## src/rtl/lstm_gate_mac_pkg.sv

```systemverilog
// rtl/lstm_gate_mac_pkg.sv - shared Q8.16 fixed-point constants and MAC state encoding
package lstm_gate_mac_pkg;

    localparam int WIDTH = 24;
    localparam int FRAC  = 16;

    localparam logic [WIDTH-1:0] ONE     = 24'h010000;
    localparam logic [WIDTH-1:0] MAX_POS = 24'h7FFFFF;
    localparam logic [WIDTH-1:0] MAX_NEG = 24'h800000;

    typedef enum logic {
        IDLE = 1'b0,
        ACC  = 1'b1
    } state_t;

endpackage

```

## src/rtl/lstm_gate_mac_if.sv

```systemverilog
// rtl/lstm_gate_mac_if.sv - term/result handshake bundle for the gate MAC
interface lstm_gate_mac_if #(
    parameter int WIDTH = lstm_gate_mac_pkg::WIDTH
);
    logic             i_start;
    logic [WIDTH-1:0] i_bias;
    logic             i_valid;
    logic [WIDTH-1:0] i_x;
    logic [WIDTH-1:0] i_w;
    logic             o_ready;
    logic             o_busy;
    logic             o_valid;
    logic [WIDTH-1:0] o_data;

    modport master (
        output i_start, i_bias, i_valid, i_x, i_w,
        input  o_ready, o_busy, o_valid, o_data
    );

    modport slave (
        input  i_start, i_bias, i_valid, i_x, i_w,
        output o_ready, o_busy, o_valid, o_data
    );
endinterface

```

## src/rtl/lstm_gate_mac_fxp_mul_shift.sv

```systemverilog
// rtl/lstm_gate_mac_fxp_mul_shift.sv - signed fixed-point multiply rescaled by FRAC (floor)
module fxp_mul_shift #(
    parameter int WIDTH = 24,
    parameter int FRAC  = 16
) (
    input  logic signed [WIDTH-1:0]          a,
    input  logic signed [WIDTH-1:0]          b,
    output logic signed [2*WIDTH-FRAC-1:0]   p
);
    logic signed [2*WIDTH-1:0] full;

    assign full = a * b;
    // Arithmetic shift floors toward -inf; the dropped top bits are pure sign copies.
    assign p = (2*WIDTH-FRAC)'(full >>> FRAC);
endmodule

```

## src/rtl/lstm_gate_mac.sv

```systemverilog
// rtl/lstm_gate_mac.sv - serial dot-product plus bias feeding the LSTM activation units
module lstm_gate_mac #(
    parameter int WIDTH     = lstm_gate_mac_pkg::WIDTH,
    parameter int FRAC      = lstm_gate_mac_pkg::FRAC,
    parameter int N_IN      = 4,
    parameter int ACC_WIDTH = 40
) (
    input  logic            clk,
    input  logic            rst_n,
    lstm_gate_mac_if.slave  bus
);
    import lstm_gate_mac_pkg::*;

    localparam int PW = 2*WIDTH - FRAC;
    localparam int CW = (N_IN > 1) ? $clog2(N_IN) : 1;
    localparam logic signed [ACC_WIDTH-1:0] SAT_HI =
        {{(ACC_WIDTH-WIDTH+1){1'b0}}, {(WIDTH-1){1'b1}}};
    localparam logic signed [ACC_WIDTH-1:0] SAT_LO =
        {{(ACC_WIDTH-WIDTH+1){1'b1}}, {(WIDTH-1){1'b0}}};

    state_t                        state;
    logic signed [ACC_WIDTH-1:0]   acc;
    logic signed [ACC_WIDTH-1:0]   acc_next;
    logic [CW-1:0]                 cnt;
    logic signed [PW-1:0]          term;
    logic [WIDTH-1:0]              sat_data;
    logic                          valid_q;
    logic [WIDTH-1:0]              data_q;

    fxp_mul_shift #(
        .WIDTH (WIDTH),
        .FRAC  (FRAC)
    ) u_mul (
        .a (signed'(bus.i_x)),
        .b (signed'(bus.i_w)),
        .p (term)
    );

    assign acc_next = acc + ACC_WIDTH'(term);

    // Clip only at the output; the accumulator is wide enough never to wrap.
    always_comb begin
        sat_data = acc_next[WIDTH-1:0];
        if (acc_next > SAT_HI)
            sat_data = SAT_HI[WIDTH-1:0];
        else if (acc_next < SAT_LO)
            sat_data = SAT_LO[WIDTH-1:0];
    end

    always_ff @(posedge clk) begin
        if (!rst_n) begin
            state   <= IDLE;
            acc     <= '0;
            cnt     <= '0;
            valid_q <= 1'b0;
            data_q  <= '0;
        end else begin
            valid_q <= 1'b0;
            case (state)
                IDLE: begin
                    if (bus.i_start) begin
                        acc   <= ACC_WIDTH'(signed'(bus.i_bias));
                        cnt   <= '0;
                        state <= ACC;
                    end
                end
                ACC: begin
                    if (bus.i_valid) begin
                        acc <= acc_next;
                        cnt <= cnt + 1'b1;
                        if (cnt == CW'(N_IN-1)) begin
                            data_q  <= sat_data;
                            valid_q <= 1'b1;
                            state   <= IDLE;
                        end
                    end
                end
                default: state <= IDLE;
            endcase
        end
    end

    assign bus.o_ready = (state == ACC);
    assign bus.o_busy  = (state != IDLE);
    assign bus.o_valid = valid_q;
    assign bus.o_data  = data_q;
endmodule

```

## src/flat_wrapper.sv

```systemverilog
// flat-port wrapper written by rule: the top's interface ports become plain ports
module lstm_gate_mac_flat import lstm_gate_mac_pkg::*;
#(
    parameter int WIDTH     = lstm_gate_mac_pkg::WIDTH,
    parameter int FRAC      = lstm_gate_mac_pkg::FRAC,
    parameter int N_IN      = 4,
    parameter int ACC_WIDTH = 40
)
  (clk, rst_n, bus_i_start, bus_i_bias, bus_i_valid, bus_i_x, bus_i_w, bus_o_ready, bus_o_busy, bus_o_valid, bus_o_data);
  lstm_gate_mac_if #(.WIDTH(WIDTH)) bus_i ();
  input  logic clk;
  input  logic rst_n;
  input wire logic [$bits(bus_i.i_start)-1:0] bus_i_start;
  input wire logic [$bits(bus_i.i_bias)-1:0] bus_i_bias;
  input wire logic [$bits(bus_i.i_valid)-1:0] bus_i_valid;
  input wire logic [$bits(bus_i.i_x)-1:0] bus_i_x;
  input wire logic [$bits(bus_i.i_w)-1:0] bus_i_w;
  output wire logic [$bits(bus_i.o_ready)-1:0] bus_o_ready;
  output wire logic [$bits(bus_i.o_busy)-1:0] bus_o_busy;
  output wire logic [$bits(bus_i.o_valid)-1:0] bus_o_valid;
  output wire logic [$bits(bus_i.o_data)-1:0] bus_o_data;
  assign bus_i.i_start = bus_i_start;
  assign bus_i.i_bias = bus_i_bias;
  assign bus_i.i_valid = bus_i_valid;
  assign bus_i.i_x = bus_i_x;
  assign bus_i.i_w = bus_i_w;
  assign bus_o_ready = bus_i.o_ready;
  assign bus_o_busy = bus_i.o_busy;
  assign bus_o_valid = bus_i.o_valid;
  assign bus_o_data = bus_i.o_data;
  lstm_gate_mac #(.WIDTH(WIDTH), .FRAC(FRAC), .N_IN(N_IN), .ACC_WIDTH(ACC_WIDTH)) u_core (.clk(clk), .rst_n(rst_n), .bus(bus_i));
endmodule
```

## config.mk

```make
export PLATFORM = sky130hd
export DESIGN_NAME = lstm_gate_mac_flat
export DESIGN_NICKNAME = d
export VERILOG_FILES = /design/src/rtl/lstm_gate_mac_pkg.sv /design/src/rtl/lstm_gate_mac_if.sv /design/src/rtl/lstm_gate_mac_fxp_mul_shift.sv /design/src/rtl/lstm_gate_mac.sv /design/src/flat_wrapper.sv
export SDC_FILE = /design/constraint.sdc
export NUM_CORES = 2
export LEC_CHECK = 0
export ABC_CLOCK_PERIOD_IN_PS = 16750
export CAP_MARGIN = 25
export CORE_ASPECT_RATIO = 0.9
export CORE_MARGIN = 2
export CORE_UTILIZATION = 45
export CTS_CLUSTER_DIAMETER = 120
export DETAILED_ROUTE_END_ITERATION = 7
export SLEW_MARGIN = 25
export SYNTH_ARGS = -nofsm -noshare
export SYNTH_HDL_FRONTEND = slang
export SYNTH_HIERARCHICAL = 1
export SYNTH_SLANG_ARGS = --single-unit
export TNS_END_PERCENT = 30
```

## constraint.sdc

```tcl
create_clock -name clk -period 16.75 [get_ports clk]
set_clock_uncertainty 0.05 [all_clocks]
set_input_delay 1.675 -clock clk [delete_from_list [all_inputs] [get_ports clk]]
set_output_delay 1.675 -clock clk [all_outputs]
set_load 0.01 [all_outputs]
```

==> results.tsv <==
stage	metric	value	unit
timing	max-slew violations	0	
logic_synthesis	Top FF cell, synth	dfxtp_1	
worst_setup_path	Worst Reg-to-Reg Cells	15	
worst_setup_path	WP data arrival	13.35	ns
placed_design	hpwl dp	54.1	mm
worst_setup_path	R2R Path End	u_core/bus.o_data[2]	
timing	Max Freq	0.0757	GHz
logic_synthesis	Syn. warnings	6	
drt	Vias	19000	
floorplan	Initial Util	45.2	%
grt	initial antenna violation count	0	
hold_path	hold_sp	u_core/acc[2]	
timing	RSZ-0062 raised after global routing	no	
logic_synthesis	synth unique cells	84	
outcome	status	finished, final reports clean	
cts	Sinks on Clock Net	68	
logic_synthesis	synthesized cell area	25700	um^2
job	max cap viols	0	
final_layout	nets	3700	
floorplan	I/O pin count	103	
worst_setup_path	FF-to-FF setup slack	12.30	ns
drt	DR iter-0 viols	987	
cts	Clock transition at path regs	0.06	ns
hold_path	Worst Hold Depth	2	
floorplan	Die Wd	256	um
drt	1st-pass router iterations	5	
logic_synthesis	Syn Inst Count	2843	
logic_synthesis	Post-Synth XOR/XNOR Area	2.66	%
logic_synthesis	top cells by area, synth	fa_1 (47%), inv_1 (8.8%), ha_1 (8.3%)	
logic_synthesis	adder and majority cell fraction of the synthesized area	55.7	%
timing	Fin. Hold Viols	0	
floorplan	num rows	83	
worst_setup_path	CP max stage delay	1.02	ns
cts	Num CTS Buffers	9	
placed_design	Buffers on Ports	102	
cts	CTS Root Cell	clkbuf_16	
logic_synthesis	share of the synthesized area in the top cell type	47.4	%
worst_setup_path	crit end category	register	
cts	TritonCTS clock tree	yes	
grt	pin count of the biggest net entering global routing	58	
cts	H-tree depth	3	
worst_setup_path	CP most frequent cell	fa_1	
worst_setup_path	CP Data Required Time	16.88	ns
timing	Setup TNS Final	0	ns
logic_synthesis	cell taking the most area after synthesis	fa_1	
grt	vias in the first global route	21400	
worst_setup_path	CP Launch Type	input pin	
floorplan	core area	56700	um^2
logic_synthesis	syn nets	3696	
drt	final wirelength	65.2	mm
worst_setup_path	crit path max fanout	24	
drt	Routed Antenna Nets	0	
grt	global-route wire length before repair	110	mm
worst_setup_path	crit path kind	input pin to register	
final_layout	fraction of layout cells with a size suffix above 1	4.14	%
floorplan	die span in y	231	um
timing	Worst-Margin Slew	1.04	ns
cts	Setup Fix Bufs, Post-CTS	0	
timing	fin crit period	13.22	ns
final_layout	Area Overhead vs Synth	7.16	%
logic_synthesis	post-synthesis compound-gate area fraction	8.84	%
floorplan	die area	58900	um^2
cts	Max Root-Sink Buffers	2	
logic_synthesis	most common cell in the synthesized netlist	fa_1	
logic_synthesis	largest family of logic cells by synthesized area	adder cells	
hold_path	Hold Crit Class	register to register	
timing	final period utilization	78.9	%
grt	total grt overflow	0	
hold_path	hold path endpoint	u_core/acc[2]	
logic_synthesis	Post-synth EDFFs	0	
cts	CTS Hold Bufs	0	
logic_synthesis	Mapped Avg Cell Area	9.02	um^2
drt	wire length per cell	18.0	um
logic_synthesis	post-synthesis sequential area ratio	5.31	%
drt	routed vias/inst	5.26	
cts	PostCTS Resize Cnt	0	
cts	clock latency on the worst-skew pair	0.33	ns
logic_synthesis	Synth async-reset ratio	0	%
logic_synthesis	post-synthesis mux area share	0.0780	%
grt	Total GRT Usage	23.2	%
timing	final setup vio count	0	
logic_synthesis	simple logic cell fraction of the synthesized area	16.5	%
placed_design	gp weighted congestion	0.879	
logic_synthesis	register bit total from synthesis	68	
worst_setup_path	slowest stage cell, crit path	clkdlybuf4s50_1	
timing	relative max-transition margin	30.2	%
logic_synthesis	synth cell count leaders	fa_1 (607), inv_1 (598), nand2_1 (362)	
worst_setup_path	Reg-to-Reg Start	u_core/acc[0]	
final_layout	Antenna Diode Count	0	
drt	drt drc	0	
## per-stage QoR
stage	std cells	worst slack, ns	hold slack (ns)	util [%]	area, um^2
final	3617	3.53	0.422	48.5	27500
after CTS	3617	3.57	0.426	48.6	27500
after floorplan	2843	5.37	0.386	-	25700
after detailed placement	3601	3.23	0.416	48.0	27200
after global placement	3601	3.53	0.410	48.1	27300
after global routing	3617	2.77	0.442	48.5	27500
## cells in the final DEF (no fill, tap or decap), drive strengths merged, types with 11 or more instances in the layout
master | netlist | layout
a211oi | 11 | 11
a21boi | 11 | 11
a21o | 17 | 17
a21oi | 100 | 100
and2 | 273 | 273
buf | 18 | 46
clkdlybuf4s50 | 0 | 83
dfxtp | 68 | 68
fa | 607 | 607
ha | 170 | 170
inv | 598 | 600
nand2 | 362 | 362
nand2b | 28 | 28
nand3 | 22 | 22
nand4 | 13 | 13
nor2 | 94 | 94
nor2b | 12 | 12
nor3 | 13 | 13
o21a | 12 | 12
o21ai | 78 | 78
o221ai | 18 | 18
o22ai | 24 | 24
or2 | 13 | 13
xnor2 | 52 | 52
xor2 | 26 | 26
## kinds of logic (layout without fill, tap and decap cells)
family / after synthesis / count (layout)
compound gates: 325 / 325
fa+ha+maj: 777 / 777
flops: 68 / 68
buf+inv: 735 / 744
xor+xnor: 78 / 78
mux: 2 / 2
simple gates: 858 / 858
## per-layer routing
metal / wire length [um] / up-vias / global-route usage (%)
met1: 27300 / 9920 / 30.2
met5: 0 / - / 0
met3: 2320 / 76 / 1.99
met4: 1360 / 0 / 5.19
met2: 34200 / 427 / 42.0
li1: - / 8593 / -
## registers in the layout, summed over array words and instances, names as in the netlist
register            flops
u_core/acc             40
u_core/bus.o_busy       1
u_core/bus.o_data      24
u_core/bus.o_valid      1
u_core/cnt              2
## layout make-up
cell class	count	area, um^2
clock inverter	7	75.1
clock buffer	9	225
tap	765	957
fill	5509	29200
inverter	599	2250
multi-input combinational	2040	21500
timing repair buffer	129	1130
sequential	68	1360
## worst max-delay path by stage
| stage | start | to | slack (ns) | cells past startpoint |
|---|---|---|---|---|
| after floorplan | bus_i_x[23] | u_core/bus.o_data[13] | 5.37 | 33 |
| after global placement | bus_i_w[1] | u_core/bus.o_data[2] | 3.53 | 36 |
| after detailed placement | bus_i_x[23] | u_core/bus.o_data[1] | 3.23 | 33 |
| after CTS | bus_i_x[23] | u_core/bus.o_data[2] | 3.57 | 33 |
| after global routing | bus_i_x[23] | u_core/bus.o_data[2] | 2.77 | 33 |
| final | bus_i_x[23] | u_core/bus.o_data[2] | 3.53 | 33 |
## worst max-delay path: cells and delay by family
| family | cells | cell delay, ns |
|---|---|---|
| xor gates and xnor gates | 1 | 0.75 |
| AOI/OAI and AO/OA | 12 | 2.57 |
| buffers and inverters | 5 | 2.15 |
| adders and majority gates | 9 | 4.63 |
| and+or+nand+nor | 6 | 1.53 |
Power is left out: the tool's default activity adds up to more than one toggle a clock period on the data nets, which glitch-free logic cannot reach.
